### config.mk
export PLATFORM = sky130hd
export DESIGN_NAME = scroll_seg_scan
export DESIGN_NICKNAME = d
export VERILOG_FILES = /design/src/rtl/scroll_seg_scan.sv
export SDC_FILE = /design/constraint.sdc
export NUM_CORES = 1
export LEC_CHECK = 0
export ABC_AREA = 1
export CORE_UTILIZATION = 63
export DETAILED_ROUTE_END_ITERATION = 10
export GPL_ROUTABILITY_DRIVEN = 1
export PLACE_DENSITY = 0.87
export SLEW_MARGIN = 30
export SYNTH_ARGS = -nofsm -noshare
export SYNTH_HDL_FRONTEND = slang
export SYNTH_SLANG_ARGS = --single-unit
export TNS_END_PERCENT = 50
### constraint.sdc
create_clock -name clk -period 5.9 [get_ports clk]
set_input_delay 0.885 -clock clk [delete_from_list [all_inputs] [get_ports clk]]
set_output_delay 0.885 -clock clk [all_outputs]
set_load 0.1 [all_outputs]
### src/rtl/scroll_seg_scan.sv
// Multiplexed N_DIG-digit 7-segment driver with a rotating nibble buffer, all on clk.
// Define SEG_DEADTIME_EN to blank 'an' for the first DEAD_CYC cycles of every scan slot.
module scroll_seg_scan #(
    parameter int                 N_DIG        = 8,
    parameter int                 REFRESH_DIV  = 5000,
    parameter int                 SCROLL_DIV   = 50000000,
    parameter logic [4*N_DIG-1:0] INIT_PATTERN = 32'h68110002,
    parameter int                 DEAD_CYC     = 2
) (
    input  logic               clk,
    input  logic               rst,
    input  logic               en,
    input  logic               dir,
    input  logic               pause,
    input  logic               load,
    input  logic [4*N_DIG-1:0] load_data,
    output logic [N_DIG-1:0]   an,
    output logic [6:0]         seg,
    output logic               wrap
);

    localparam int IW = $clog2(N_DIG);
    localparam int RW = $clog2(REFRESH_DIV);
    localparam int SW = $clog2(SCROLL_DIV);

    localparam logic [IW-1:0]    DIG_LAST    = IW'(N_DIG - 1);
    localparam logic [RW-1:0]    REF_LAST    = RW'(REFRESH_DIV - 1);
    localparam logic [SW-1:0]    SCROLL_LAST = SW'(SCROLL_DIV - 1);
    localparam logic [RW-1:0]    DEAD_LIM    = RW'(DEAD_CYC);
    localparam logic [N_DIG-1:0] AN_ONE      = N_DIG'(1);

`ifdef SEG_DEADTIME_EN
    localparam bit DEAD_ON = 1'b1;
`else
    localparam bit DEAD_ON = 1'b0;
`endif

    logic [N_DIG-1:0][3:0] digits;
    logic [N_DIG-1:0][3:0] digits_rot;
    logic [IW-1:0]         scan_idx;
    logic [IW-1:0]         step_cnt;
    logic [RW-1:0]         refresh_cnt;
    logic [SW-1:0]         scroll_cnt;

    logic refresh_tick;
    logic scroll_run;
    logic step_tick;
    logic step_wrap;
    logic dead_blank;

    assign refresh_tick = (refresh_cnt == REF_LAST);
    assign scroll_run   = en && !pause;
    assign step_tick    = scroll_run && (scroll_cnt == SCROLL_LAST);
    assign step_wrap    = step_tick && (step_cnt == DIG_LAST);
    assign dead_blank   = DEAD_ON && (refresh_cnt < DEAD_LIM);

    // Left: position k takes k+1; right: position k takes k-1; both wrap at the ends.
    assign digits_rot = dir ? {digits[N_DIG-2:0], digits[N_DIG-1]}
                            : {digits[0], digits[N_DIG-1:1]};

    function automatic logic [6:0] seg_decode(input logic [3:0] d);
        case (d)
            4'h0:    return 7'b1111110;
            4'h1:    return 7'b0110000;
            4'h2:    return 7'b1101101;
            4'h3:    return 7'b1111001;
            4'h4:    return 7'b0110011;
            4'h5:    return 7'b1011011;
            4'h6:    return 7'b1011111;
            4'h7:    return 7'b1110000;
            4'h8:    return 7'b1111111;
            4'h9:    return 7'b1111011;
            4'hA:    return 7'b1110111;
            4'hB:    return 7'b0011111;
            4'hC:    return 7'b1001110;
            4'hD:    return 7'b0111101;
            4'hE:    return 7'b1001111;
            default: return 7'b0000000;
        endcase
    endfunction

    // NOTE: state is updated with non-blocking assignments so every right-hand side
    // sees pre-edge values; this is what gives an/seg their one-cycle lag.
    always_ff @(posedge clk or posedge rst) begin
        if (rst) begin
            // NOTE: the digit buffer is reset because INIT_PATTERN is its defined power-on contents.
            digits      <= INIT_PATTERN;
            scan_idx    <= '0;
            refresh_cnt <= '0;
            scroll_cnt  <= '0;
            step_cnt    <= '0;
            an          <= '0;
            seg         <= '0;
            wrap        <= 1'b0;
        end else begin
            if (refresh_tick) begin
                refresh_cnt <= '0;
                scan_idx    <= (scan_idx == DIG_LAST) ? '0 : scan_idx + IW'(1);
            end else begin
                refresh_cnt <= refresh_cnt + RW'(1);
            end

            // A load discards any step tick landing on the same cycle.
            if (load) begin
                digits     <= load_data;
                scroll_cnt <= '0;
                step_cnt   <= '0;
            end else if (scroll_run) begin
                if (step_tick) begin
                    scroll_cnt <= '0;
                    digits     <= digits_rot;
                    step_cnt   <= step_wrap ? '0 : step_cnt + IW'(1);
                end else begin
                    scroll_cnt <= scroll_cnt + SW'(1);
                end
            end

            wrap <= step_wrap && !load;
            an   <= (en && !dead_blank) ? (AN_ONE << scan_idx) : '0;
            seg  <= en ? seg_decode(digits[scan_idx]) : 7'b0000000;
        end
    end

endmodule

# After elaboration in Yosys (flattened, before gate mapping)
# Memories as Yosys holds them, arrays and structs flattened.
# Index checks and enable logic that the tools add are counted.
# totals
register_bits	93
latchBits	0
ram_bits	0
rom_bits	112
output_inout_bits	16
word_cells	52
mem_count	1
# op_classes
add_sub_neg	4
multipliers	0
div_mod_pow	0
magnitude_cmp	1
n_eq_ne	4
shifts	1
mux	17
n_bitwise	0
reduce_logical	9
# memory_table
memory	words	width	rd	rd_clocked_by_memory_dff	write_ports	line_no	rtl
(name not given)	16	7	1	0	0	62	case (d)
# ops
operator	n
$mux W32	4
$mux W26	3
$add A26 B1 Y26 const B	1
$eq A26 B26 Y1 const B	1
$mux W3	5
$add A13 B1 Y13 const B	1
$eq A13 B13 Y1 const B	1
$mux W13	1
$bmux W4 S3	1
$mux W8	1
$shl A1 B3 Y8 const A	1
$mux W7	1
$add A3 B1 Y3 const B	2
$eq A3 B3 Y1 const B	2
$logic_and A1 B1 Y1	4
$lt A3 B4 Y1 const B	1
$mux W4	1
$reduce_bool A2 Y1	2
$logic_not A1 Y1	2
$reduce_and A2 Y1	1

# Depth between registers and ports, before layout
# Gate-level depths: netlist of run 1.
# depth
depth_word	8
ltp_mapped	13
mapped_depth_nobuf	11

# Worst setup path after synthesis of run 1
# No wires, ideal clock.
# synth_timing
path_type	input -> register
start	in en
end	reg scroll_cnt[23]
setup_ps	117
arrival_time_ps	1681
slack_ps	4102
cell_stages	9
path_cell_list	buf_6 -> nand2_4 -> nand2_2 -> buf_6 -> nand3b_4 -> nor2_4 -> nand3_1 -> nor2_1 -> nor2_1
# synth_between
elab_chain_cells	5
# synth_rtl
item	line_no	rtl
from (decl)	12	input logic en,
$logic_and A1 B1 Y1 (*)	52	assign scroll_run = en && !pause;
$logic_and A1 B1 Y1	53	assign step_tick = scroll_run && (scroll_cnt == SCROLL_LAST);
$mux W26	109	if (step_tick) begin
$mux W26	108	end else if (scroll_run) begin
$mux W26	104	if (load) begin
to (signal assigned)	114	scroll_cnt <= scroll_cnt + SW'(1);
to (decl)	43	logic [SW-1:0] scroll_cnt;
# Mark *: on every way between the ends. The rest lies on a longest branch, timed or not. The select of a mux whose other input is x is not followed.
# A chain may end at the register's enable or synchronous reset.

# Worst setup path after layout of run 1
# layout_timing
start	reg seg[3]
end	out seg[3]
# layout_lines
item	line_no	rtl
from (decl)	18	output logic [6:0] seg,
from (signal assigned)	120	seg <= en ? seg_decode(digits[scan_idx]) : 7'b0000000;
# No word-level cell between the ends.

==> results.cfg, run 1 <==
[layout]
syn2layout_area_growth_pct = 11.7
antenna_cells = 0
final_cells = 925
final_nets = 866
drive_gt1_share_pct = 10.6
fin_util_pct = 72.9

[place]
place_congestion = 0.932
place_ws_ps = 2800
numPortBuffers = 53
dp_cells = 909
place_hpwl_mm = 8.79

[timing]
tns_ps = 0
post-route-period-util_pct = 46.6
worstMarginPinSlew_ps = 986
maxSlewViolCount = 0
rsz0062_at_grt = false
finalSetupViolations = 0
fmax_mhz = 364
hold_violations = 0
skew_ps = 15.9
relSlewSlack_pct = 34.0
fin_crit_ps = 2750
layout_setup_ws_ps = 3150

[yosys]
synth-edff-count = 0
async_flop_share_pct = 100
mappedNetlistArea_um2 = 5720
ys_ff_latch = 93
ys_seq_area_share_pct = 40.8
ys_warn_count = 0
netlist_instances = 774
synth_ff_type = dfrtp_1
ys_types = 36
synth.net_count = 828
synth.avg_cell_area_um2 = 7.38

[setup_path]
crit_path_end_kind = primary output
cp_cell_sequence = clkdlybuf4s50_1
reg2reg_setup_slack_ps = 3500
rr_worst_depth = 10
arrival_ps = 1860
crit_family = buffers and inverters
slowest_delay_ps = 1130
cp_slowest_cell = clkdlybuf4s50_1
start_kind = flop
cp.required_ps = 5020
path_class = flop to primary output
worstPathMaxFanout = 1
critical_path_depth = 1
crit_buf_inv = 1

[drt]
drc = 0
wl_met2_mm = 6.07
dr_total_vias = 5113
dr_wl_met3_um = 673
ant_nets = 0
met1_length_mm = 5.26
via_per_inst = 5.53
top_layer = met4
first_pass_iters = 5
wl_mm = 12.4
drt_iter0_markers = 355
avgRoutedWirePerCell_um = 13.4

[die]
die-area_um2 = 9460
pin_count = 54
start_util_pct = 65.2
design.core.area_um2 = 8760
die_y_um = 97.3
row_count = 34
die_w_um = 97.3

[global_routing]
grt_max_degree = 82
grt.overflow.total = 0
grt_usage_pct = 28.0
antenna_found_initial = 0
grt_pass1_vias = 4927
grt_pass1_wl_mm = 21.6

[cts]
postCtsHoldBufs = 0
cts_buffers = 9
cts_tree = done
clock-root-buffer = clkbuf_8
cts_resized = 0
clock_latency_ps = 380
cts_setup_buffers = 0
clk_path_buf_depth = 2
clk_pin_slew_worst_paths_ps = 100
cts_num_sinks = 93
h-tree-depth = 3

[power]
leakagePower_nw = 3.11
ir_drop_mv = 0.117
power_density_nw_per_um2 = 224

[min_path]
min_path_cells = 1
worstHoldPathType = flop to flop

[run]
maxCapViolCount = 0

[run_status]
status = finished, final reports clean
## registers in the layout, summed over array words and instances (netlist names)
name         cells
step_cnt         3
refresh_cnt     13
scroll_cnt      26
digits          32
an               8
seg              7
wrap             1
scan_idx         3
## path summary, 6_finish.rpt
path,from,end
min reg2reg,refresh_cnt[12]$_DFF_PP0_,refresh_cnt[12]$_DFF_PP0_
max,seg[3]$_DFF_PP0_,seg[3]
min,refresh_cnt[12]$_DFF_PP0_,refresh_cnt[12]$_DFF_PP0_
max in group asynchronous,rst,scroll_cnt[20]$_DFFE_PP0P_
max reg2reg,scan_idx[0]$_DFFE_PP0N_,seg[2]$_DFF_PP0_
min in group asynchronous,rst,scroll_cnt[0]$_DFFE_PP0P_
## area by class of cell
cell class              instances  area (um^2)
inverters                      97          370
clock inverters                 7         80.1
well taps                     108          135
repair buffers                 56          548
multi-input cells             555         2790
flip-flops and latches         93         2330
clock buffers                   9          124
fillers                       672         2380
## per-stage QoR
step / instance area [um^2] / hold slack [ps] / power, mW
after global placement: 6180 / 468 / 0.982
after global routing: 6390 / 513 / 1.50
after detailed placement: 6180 / 470 / 0.992
after CTS: 6390 / 491 / 1.44
final: 6390 / 494 / 1.43
after floorplan: 5720 / 445 / 0.919
## cells in the mapped netlist (all sizes together) (3+ instances only)
master / instances / area [um^2]
nand2: 241 / 958
nor3: 16 / 95.1
clkbuf: 8 / 30.0
dfstp: 6 / 158
buf: 21 / 188
inv: 96 / 365
ha: 16 / 200
o21ai: 103 / 636
dfrtp: 87 / 2180
nand3: 56 / 280
xor2: 7 / 61.3
nand3b: 3 / 35.0
a21oi: 17 / 85.1
nand4: 8 / 50.1
nor2: 78 / 323
## routing by layer
layer	vias up	track usage, %
li1	2529	-
met1	2359	35.0
met2	187	47.9
met3	38	3.81
met4	0	14.0
met5	-	0
## cell usage in the layout (no fill, tap or decap), types with 3 or more instances in the layout
master	instances
nand2_1	231
inv_1	90
dfrtp_1	87
o21ai_0	71
nor2_1	70
nand3_1	56
clkdlybuf4s50_1	52
o21ai_2	32
a21oi_1	17
ha_1	16
nor3_1	13
clkbuf_8	9
nand4_1	8
xor2_1	7
nor2_2	6
nand2_2	6
dfstp_2	6
inv_2	4
inv_6	4
nor3_2	3
nand2_4	3
buf_4	3
## where the power goes
group	total, mW	leakage [nW]	switching [mW]	internal, mW
Sequential	0.695	1.21	0.0197	0.675
Combinational	0.287	1.81	0.194	0.0927
Clock	0.449	0.0968	0.247	0.201
## cell families after synthesis
group	after synthesis	synth area share, %
flops	93	40.8
buf+inv	126	10.3
fa+ha+maj	16	3.50
compound gates	124	13.0
simple gates	406	31.0
xor+xnor	9	1.38
Note: power is estimated with default switching activity, not from simulation.
==> run 2: changes to the inputs <==
--- a/config.mk
+++ b/config.mk
@@ -6,10 +6,10 @@
 export NUM_CORES = 1
 export LEC_CHECK = 0
 export ABC_AREA = 1
-export CORE_UTILIZATION = 63
+export CORE_UTILIZATION = 52
 export DETAILED_ROUTE_END_ITERATION = 10
 export GPL_ROUTABILITY_DRIVEN = 1
-export PLACE_DENSITY = 0.87
+export PLACE_DENSITY = 0.76
 export SLEW_MARGIN = 30
 export SYNTH_ARGS = -nofsm -noshare
 export SYNTH_HDL_FRONTEND = slang
==> constraint.sdc (replaced) <==
create_clock -name clk -period 2.5 [get_ports clk]
set_input_delay 0.375 -clock clk [delete_from_list [all_inputs] [get_ports clk]]
set_output_delay 0.375 -clock clk [all_outputs]
set_load 0.1 [all_outputs]
==> run 2 against run 1 <==
Clock skew shrank 3.2 ps; worst hold slack got worse by 110 ps; non-clock buffer count up 5; sequential power grew 140%; total power grew 140%; clock-buffer cell count did not move; via count fell by 1.5%; critical path type is now flop to flop; largest power group unchanged.
==> results.cfg, run 2 (synthesized netlist as in run 1, its figures left out) <==
[timing]
post-route-period-util_pct = 89.1
tns_ps = 0
fin_crit_ps = 2230
hold-worst-slack_ps = 383
finalSetupViolations = 0
relSlewSlack_pct = 54.6
fmax_mhz = 449
rsz0062_at_grt = false
maxSlewViolCount = 0
worstMarginPinSlew_ps = 682
hold_violations = 0
skew_ps = 12.7

[power]
total_power_mw = 3.47
leakagePower_nw = 3.18
ir_drop_mv = 0.300
power_density_nw_per_um2 = 536

[setup_path]
crit_path_end_kind = flop
start_kind = flop
reg2reg_setup_slack_ps = 270
regToRegEndpoint = seg[2]$_DFF_PP0_
rr_worst_depth = 10
r2r-start = scan_idx[0]$_DFFE_PP0N_
path_class = flop to flop
arrival_ps = 2490
worstPathMaxFanout = 20
cp.required_ps = 2760

[drt]
wl_mm = 12.6
drc = 0
via_per_inst = 5.25
drt_iter0_markers = 354
first_pass_iters = 5
dr_total_vias = 5034
ant_nets = 0
avgRoutedWirePerCell_um = 13.1

[cts]
h-tree-depth = 3
cts_setup_buffers = 0
clock-root-buffer = clkbuf_8
clock_latency_ps = 370
cts_tree = done
cts_buffers = 9
postCtsHoldBufs = 0
clk_pin_slew_worst_paths_ps = 90
cts_num_sinks = 93
clk_path_buf_depth = 2
cts_resized = 0

[global_routing]
grt_max_degree = 94
antenna_found_initial = 0
grt_pass1_vias = 4763
grt.overflow.total = 0
grt_pass1_wl_mm = 21.6
grt_usage_pct = 23.7

[layout]
final_area_um2 = 6460
final_common_cell = nand2_1
reg_top3 = digits (32), scroll_cnt (26), refresh_cnt (13)
layout_common_cells = 231 x nand2_1, 90 x inv_1, 87 x dfrtp_1
regMostFlops = digits
drive_gt1_share_pct = 13.1
final_cells = 958
nFillCells = 961
final_nets = 871
largest_register_ffs = 32
syn2layout_area_growth_pct = 13.1
antenna_cells = 0

[place]
place_congestion = 0.918
place_hpwl_mm = 9.11
dp_cells = 942
dpl_cell_area_um2 = 6240
numPortBuffers = 53

[die]
die_w_um = 107
die-area_um2 = 11400
pin_count = 54
start_util_pct = 54.4
row_count = 37
die_y_um = 107
design.core.area_um2 = 10500

[min_path]
worstHoldPathType = input pin to flop
min_to = step_cnt[0]$_DFFE_PP0P_
min_path_cells = 4
min_from = load

[run_status]
status = finished, final reports clean

[run]
maxCapViolCount = 0
run 2: worst max-delay path, stage by stage, from the launching register on:
cell and delay, ps:
dfrtp_1 790, inv_6 160, nand2_1 110, nand3_1 80
nand3_1 100, nand2_1 150, inv_1 140, ha_1 170
nand3_1 150, a21oi_1 190, nor2_1 60
run 2: worst max path at each step:
stage | startpoint | endpoint
3_3_place_gp | en | digits[24]$_DFFE_PP0P_
4_1_cts | scan_idx[0]$_DFFE_PP0N_ | seg[1]$_DFF_PP0_
2_1_floorplan | scan_idx[0]$_DFFE_PP0N_ | seg[0]$_DFF_PP0_
5_1_grt | scan_idx[0]$_DFFE_PP0N_ | seg[2]$_DFF_PP0_
3_5_place_dp | en | scroll_cnt[13]$_DFFE_PP0P_
6_report | scan_idx[0]$_DFFE_PP0N_ | seg[2]$_DFF_PP0_
run 2: report_power, final:
group,switching (mW),internal [mW]
logic,0.469,0.222
registers,0.0469,1.59
clock network,0.567,0.569
total,1.08,2.38
run 2: metal layers:
| metal | GRT usage [%] | wire, um |
|---|---|---|
| met1 | 31.3 | 5790 |
| met3 | 2.98 | 380 |
| met4 | 7.05 | 191 |
| met5 | 0 | 0 |
| met2 | 40.6 | 6220 |
run 2: metrics by stage:
stage / setup WS [ps] / util, %
after floorplan: 793 / -
after global placement: 359 / 59.4
after detailed placement: 314 / 59.4
after global routing: 86.6 / 61.5
final: 273 / 61.5
after CTS: 289 / 61.5
run 2: cell type report:
| cell class | count | area [um^2] | area share, % |
|---|---|---|---|
| Tap cell | 136 | 170 | 2.63 |
| Clock inverter | 7 | 97.6 | 1.51 |
| Multi-Input combinational cell | 555 | 2790 | 43.2 |
| Inverter | 97 | 373 | 5.77 |
| Sequential cell | 93 | 2330 | 36.1 |
| Clock buffer | 9 | 124 | 1.92 |
| Timing Repair Buffer | 61 | 571 | 8.83 |
==> run 3: changes to the inputs <==
--- a/config.mk
+++ b/config.mk
@@ -6,6 +6,7 @@
 export NUM_CORES = 1
 export LEC_CHECK = 0
 export ABC_AREA = 1
+export CORE_ASPECT_RATIO = 1.1
 export CORE_UTILIZATION = 52
 export DETAILED_ROUTE_END_ITERATION = 10
 export GPL_ROUTABILITY_DRIVEN = 1
==> run 3 against run 2 <==
Total power is 4.0% higher; critical path depth stayed put; via count is 0.12% lower; sequential share of layout area is 0.61 points lower; final area is 1.7% higher; combinational power hardly changed; worst setup slack better by 180 ps; highest routed layer unchanged.
==> results.cfg, run 3 (synthesized netlist as in run 1, its figures left out) <==
[die]
design.core.area_um2 = 10500
die_y_um = 112
die-area_um2 = 11400
row_count = 39
pin_count = 54
start_util_pct = 54.2
die_w_um = 102

[layout]
fin_util_pct = 62.4
final_common_cell = nand2_1
syn2layout_area_growth_pct = 15.0
reg_top3 = digits (32), scroll_cnt (26), refresh_cnt (13)
drive_gt1_share_pct = 13.4
regMostFlops = digits
largest_register_ffs = 32
layout_common_cells = 231 x nand2_1, 90 x inv_1, 87 x dfrtp_1
final_nets = 875
final_area_um2 = 6580
antenna_cells = 0

[power]
power_density_nw_per_um2 = 548
total_power_mw = 3.60
ir_drop_mv = 0.328
leakagePower_nw = 3.22

[drt]
first_pass_iters = 5
drc = 0
ant_nets = 0
wl_mm = 12.8
avgRoutedWirePerCell_um = 13.2
via_per_inst = 5.19
dr_total_vias = 5028
drt_iter0_markers = 370

[place]
dpl_cell_area_um2 = 6310
place_congestion = 0.875
place_hpwl_mm = 9.14
numPortBuffers = 53
place_ws_ps = 330

[timing]
fin_crit_ps = 2040
rsz0062_at_grt = false
fmax_mhz = 490
worstMarginPinSlew_ps = 535
finalSetupViolations = 0
layout_setup_ws_ps = 458
hold_violations = 0
post-route-period-util_pct = 81.7
relSlewSlack_pct = 64.3
tns_ps = 0
maxSlewViolCount = 0
skew_ps = 7.17

[setup_path]
start_kind = flop
crit_buf_inv = 2
regToRegEndpoint = seg[0]$_DFF_PP0_
crit_family = simple AND/OR/NAND/NOR gates
critical_path_depth = 10
slowest_delay_ps = 450
path_class = flop to flop
r2r-start = scan_idx[0]$_DFFE_PP0N_
reg2reg_setup_slack_ps = 460
worstPathMaxFanout = 11
rr_worst_depth = 10
cp.required_ps = 2770
crit_path_end_kind = flop
cp_cell_sequence = buf_4 -> nand2_1 -> nand3_1 -> nand3_1 -> nand2_1 -> inv_1 -> ha_1 -> nand3_1 -> nand3_1 -> a21oi_1
arrival_ps = 2310
startpoint = scan_idx[0]$_DFFE_PP0N_
cpMostUsedCell = nand3_1
cp_slowest_cell = dfrtp_1

[min_path]
min_to = step_cnt[2]$_DFFE_PP0P_
worstHoldPathType = input pin to flop
min_from = load
min_path_cells = 4

[global_routing]
grt.overflow.total = 0
grt_pass1_wl_mm = 21.8
grt_usage_pct = 24.4
grt_pass1_vias = 4793
antenna_found_initial = 0
grt_max_degree = 94

[cts]
cts_buffers = 9
clk_path_buf_depth = 2
cts_resized = 0
h-tree-depth = 3
postCtsHoldBufs = 0
cts_setup_buffers = 0
cts_tree = done
clock_latency_ps = 360
clock-root-buffer = clkbuf_16
cts_num_sinks = 93
clk_pin_slew_worst_paths_ps = 70

[run_status]
status = finished, final reports clean

[run]
maxCapViolCount = 0
run 3: cell types whose count changed in the layout (fill, tap and decap cells not counted):
cell        before  now
buf_4           22   24
inv_6            3    1
clkbuf_16        0    9
bufinv_16        2    0
buf_12           2    4
clkbuf_1         0    1
clkinvlp_4       3    5
clkbuf_8         9    0
clkinv_2         1    2
run 3: worst register-to-register path: cells and delay by family (launching register included):
family                   cells  cell delay, ps
AND/OR/NAND/NOR              6             780
flip-flops                   1             450
buffers and inverters        2             370
adder cells (fa/ha/maj)      1             210
AO/OA/AOI/OAI                1             160
run 3: metal layers:
metal	track usage, %	share of wire (%)
met5	0	0
met4	10.5	2.8
met3	3.70	3.9
met2	41.2	50
met1	30.6	43
run 3: per-stage QoR:
stage	instances	hold WS, ps
finish	969	389
global route	969	419
detailed placement	953	479
floorplan	774	445
global placement	953	466
CTS	969	384
run 3: area by class of cell:
type | instances | area, um^2
tap | 143 | 179
inverter | 97 | 373
fill | 966 | 3970
clock inverter | 6 | 40.0
clock buffer | 10 | 229
multi-input combinational | 555 | 2790
sequential | 93 | 2330
timing repair buffer | 65 | 626
run 3: how the worst max path moves through the flow:
stage,end,slack [ps]
after floorplan,seg[0]$_DFF_PP0_,790
after global placement,scroll_cnt[21]$_DFFE_PP0P_,370
after detailed placement,scroll_cnt[25]$_DFFE_PP0P_,330
after CTS,seg[0]$_DFF_PP0_,470
after global routing,seg[0]$_DFF_PP0_,310
final,seg[0]$_DFF_PP0_,460
run 3: where the power goes:
part	total [mW]	leakage (nW)	internal [mW]	switching, mW
Sequential	1.64	1.21	1.59	0.0445
Combinational	0.692	1.89	0.226	0.466
Clock	1.27	0.120	0.671	0.603
==> RTL change 1 (config.mk and constraints of run 3) <==
Register the input `load_data` before use, without a reset. The logic sees it one clock later. The other inputs are not delayed to match.
--- a/src/rtl/scroll_seg_scan.sv
+++ b/src/rtl/scroll_seg_scan.sv
@@ -29,4 +29,10 @@
     localparam logic [RW-1:0]    DEAD_LIM    = RW'(DEAD_CYC);
     localparam logic [N_DIG-1:0] AN_ONE      = N_DIG'(1);
+
+    logic [4*N_DIG-1:0] load_data_q;
+
+    always_ff @(posedge clk) begin
+        load_data_q <= load_data;
+    end
 
 `ifdef SEG_DEADTIME_EN
@@ -103,5 +109,5 @@
             // A load discards any step tick landing on the same cycle.
             if (load) begin
-                digits     <= load_data;
+                digits     <= load_data_q;
                 scroll_cnt <= '0;
                 step_cnt   <= '0;
Behaviour: not the same (Yosys sat finds a counterexample within 4 cycles, from zero or initial values and one cycle with rst high).
==> RTL change 1 against run 3 <==
Total power is 45% higher. Area after synthesis is 8.5% higher. Sequential share of layout area is 4.6 points higher. Synthesized cell count is 0.26% lower. Final area is 13% higher. Sequential cell count is 32 higher. Routed wire length is 12% higher. Count of clock-buffer cells in the layout is 8 higher. Worst setup slack worse by 0.26 ns.
==> RTL change 1: results (changes against run 3) <==
initial drt markers 329 (-11%); relative slew slack 55.0% (-9.3 points); Clock Latency Late Sink 0.43 ns (+0.07 ns); CP max stage cell dfrtp_1; delay-heaviest family, CP simple AND/OR/NAND/NOR gates; critical path arrival 2.64 ns (+0.33 ns); clk root buf clkbuf_16; DR vias/cell 5.40 (+4.1%); async set-reset flop share out of synthesis 74.4% (-26 points); drt pass-1 iters 5 (unchanged); post-synth net total 826 (-0.24%); Post-DP Area 0.00683 mm2 (+8.3%); global-route wire length before repair 23900 um (+9.8%); vias in the first global route 5214 (+8.8%); CTS H-tree depth 4 (+1); total CTS buffers 17 (+8); diode count 0 (unchanged); hold path startpoint load_data[24]; WL/cell 14.5 um (+9.8%); Netlist cell types 37 (+2.8%); outcome finished, final reports clean; Commonest cells post-synth 205 x nand2_1, 91 x inv_1, 87 x dfrtp_1; Total Routing Usage GR 24.9% (+0.57 points); Internal 3.78 mW (+52%); Leak 3.48 nW (+7.9%); postcts setup bufs 0 (unchanged); Synthesis Warnings 0 (unchanged); post-synthesis sequential area ratio 48.0% (+7.1 points); critical path fanouts, max 19 (+8); Largest stage delay, worst path 0.53 ns (+0.08 ns); clock skew 0.00833 ns (+0.00116 ns); # resized after CTS 0 (unchanged); Largest regs digits x32, load_data_q x32, scroll_cnt x26; post-DP HPWL 9980 um (+9.2%); GPL Wtd Cong 0.916 (+4.7%); IO buf count 53 (unchanged); Layout Nets 881 (+0.69%); Synth area leaders dfrtp_1 35%, nand2_1 12%, dfxtp_1 10%; Max IR drop VDD 0.584 mV (+78%); layout cells sized above 1 11.9% (-1.5 points); mean post-synth cell area 8.03 um2 (+8.8%)
-- RTL change 1: cell families after synthesis --
logic type / count (synthesis) / share of synthesized area [%]
AOI/OAI and AO/OA: 130 / 14.3
and+or+nand+nor: 365 / 24.6
buffers and inverters: 126 / 8.47
adders and majority gates: 16 / 3.23
xor gates and xnor gates: 10 / 1.41
DFF: 125 / 48.0
-- RTL change 1: cell type report --
cell class,count,area (um2)
Inverter,97,368
Clock inverter,14,131
Multi-Input combinational cell,521,2700
Sequential cell,125,2980
Tap cell,150,188
Fill cell,950,4130
Timing Repair Buffer,65,601
Clock buffer,18,450
-- RTL change 1: routing by layer --
layer	global-route usage [%]	vias to the layer above	routed length (um)
met3	4.91	38	752
met4	13.1	0	337
met5	0	-	0
met1	29.5	2504	5910
met2	43.2	190	7300
li1	-	2617	-
-- RTL change 1: worst paths after layout --
check	cells after the start	endpoint	slack [ns]
worst max-delay path	10	seg[6]	0.19
worst min-delay path	1	load_data_q[24]	0.39
worst max register to register	10	seg[6]	0.19
worst min register to register	2	digits[4]	0.48
max in group asynchronous	3	digits[1]	1.68
min in group asynchronous	3	step_cnt[0]	0.43
-- RTL change 1: power groups by stage --
| stage | clock, mW | sequential (mW) | combinational, mW |
|---|---|---|---|
| floorplan | 0 | 2.34 | 0.348 |
| finish | 2.37 | 2.20 | 0.653 |
| CTS | 2.41 | 2.20 | 0.652 |
| global route | 2.50 | 2.21 | 0.720 |
| detailed placement | 0 | 2.23 | 0.648 |
| global placement | 0 | 2.23 | 0.631 |
-- RTL change 1: metrics by stage --
| stage | util, % | hold slack [ns] | std cells | setup WS (ns) |
|---|---|---|---|---|
| after floorplan | - | 0.403 | 772 | 0.638 |
| after global placement | 59.2 | 0.457 | 958 | 0.294 |
| after detailed placement | 59.2 | 0.466 | 958 | 0.282 |
| after CTS | 64.2 | 0.380 | 990 | 0.252 |
| after global routing | 64.2 | 0.380 | 990 | 0.0101 |
| final | 64.2 | 0.389 | 990 | 0.193 |
==> RTL change 2 (settings of run 3) <==
Made on the original files. Build with the macro `SEG_DEADTIME_EN` defined.
--- a/src/rtl/scroll_seg_scan.sv
+++ b/src/rtl/scroll_seg_scan.sv
@@ -1,4 +1,6 @@
 // Multiplexed N_DIG-digit 7-segment driver with a rotating nibble buffer, all on clk.
 // Define SEG_DEADTIME_EN to blank 'an' for the first DEAD_CYC cycles of every scan slot.
+`define SEG_DEADTIME_EN
+
 module scroll_seg_scan #(
     parameter int                 N_DIG        = 8,
Check against the original RTL: not equivalent (a bounded check fails within 4 cycles, from zero or initial values and one cycle with rst high).
==> RTL change 2 against run 3 <==
Area after synthesis decreased by 4.1%. Routed wire length increased by 0.16%. Clock power decreased by 31%. Global-route usage increased by 0.83 points. Hold slack got worse by 0.034 ns. Worst setup slack got worse by 0.25 ns. Sequential cell count unchanged. Final area decreased by 5.4%. Count of clock-buffer cells in the layout increased by 3. Combinational power decreased by 10%. Total power decreased by 13%. Via count about the same. Synthesized cell count increased by 1.6%. Critical path type unchanged. Highest routed layer unchanged.
==> RTL change 2: results (changes against run 3) <==
DR vias/cell 5.16 (-0.47%); post-synth net total 840 (+1.4%); post-synthesis sequential area ratio 42.6% (+1.8 points); outcome finished, final reports clean; critical path arrival 2.58 ns (+0.27 ns); Synth area leaders dfrtp_1 40%, nand2_1 16%, o21ai_0 9.4%; Layout Nets 882 (+0.80%); Post-Synth XOR/XNOR Area 1.28% (-0.10 points); compound-gate portion of the synthesized area 11.7% (-1.4 points); delay-heaviest family, CP flip-flops; fillers 908 (-6.0%); Hold Path Class input pin to asynchronous set/reset pin; post-DP HPWL 9310 um (+1.8%); global-route wire length before repair 21700 um (-0.22%); Largest stage delay, worst path 0.63 ns (+0.18 ns); GPL Wtd Cong 0.886 (+1.3%); Commonest cells post-synth 236 x nand2_1, 103 x o21ai_0, 99 x inv_1; maximum number of pins on one net before global-route repair 67 (-29%); # resized after CTS 0 (unchanged); Leak 3.14 nW (-2.5%); clock skew 0.0101 ns (+0.00295 ns); pre-CTS WS 0.130 ns (-0.201 ns); mean post-synth cell area 6.97 um2 (-5.6%); relative slew slack 62.9% (-1.5 points); Clock transition at path regs 0.09 ns (+0.02 ns); clk root buf clkbuf_8; vias in the first global route 4858 (+1.4%); layout cells sized above 1 6.48% (-7.0 points); via count 5025 (-0.060%)
[RTL change 2: changes by cell type after synthesis, moves of 5 or more]
| cell | before | now |
|---|---|---|
| nand2_2 | 6 | 1 |
| o21ai_2 | 32 | 1 |
| o21ai_0 | 71 | 103 |
| nand2_1 | 231 | 236 |
| o21ai_1 | 0 | 5 |
| nor2_1 | 70 | 92 |
| buf_6 | 10 | 2 |
| inv_1 | 91 | 99 |
[RTL change 2: stage by stage]
stage                     utilization [%]  hold WS, ns  instance area [um2]
final                                62.0        0.355                 6220
after global routing                 62.0        0.382                 6220
after CTS                            62.0        0.364                 6220
after detailed placement             60.5        0.497                 6070
after global placement               60.5        0.469                 6070
after floorplan                         -        0.453                 5480
[RTL change 2: where the power goes]
part	total, mW	internal [mW]	switching (mW)
Clock	0.871	0.359	0.512
Sequential	1.64	1.59	0.0462
Combinational	0.620	0.197	0.423
[RTL change 2: worst reg2reg max path, delay by kind of cell, from the launching register on]
| family | cells | cell delay (ns) |
|---|---|---|
| AO/OA/AOI/OAI | 2 | 0.46 |
| AND/OR/NAND/NOR | 4 | 0.49 |
| flip-flops | 1 | 0.63 |
| adder cells (fa/ha/maj) | 1 | 0.24 |
| buffers and inverters | 2 | 0.39 |
[RTL change 2: cells by family (layout without fill, tap and decap cells)]
kind of cell | after synthesis | after routing
compound gates | 126 | 126
xor+xnor | 8 | 8
fa+ha+maj | 16 | 16
buf+inv | 131 | 178
flops | 93 | 93
simple gates | 412 | 412
[RTL change 2: area by class of cell]
type | count | share of cell area (%)
inverter | 102 | 6.26
clock buffer | 13 | 2.23
tap | 140 | 2.82
timing repair buffer | 60 | 9.17
clock inverter | 3 | 0.241
multi-input combinational | 562 | 41.7
sequential | 93 | 37.6
[RTL change 2: final timing paths]
check                               from        endpoint  slack (ns)  depth (start not counted)
max                          scan_idx[1]          seg[2]        0.21                          9
min                                  rst  scroll_cnt[13]        0.35                          2
max reg2reg                  scan_idx[1]          seg[2]        0.21                          9
min reg2reg                scroll_cnt[1]   scroll_cnt[1]        0.52                          2
max in group asynchronous            rst      digits[16]        1.49                          3
min in group clk                    load     step_cnt[2]        0.40                          4
[RTL change 2: per-layer routing]
layer	track usage, %	wire length (um)	up-vias
met5	0	0	-
met3	3.43	465	26
met1	30.4	5570	2332
li1	-	-	2557
met2	44.7	6420	110
met4	11.8	318	0
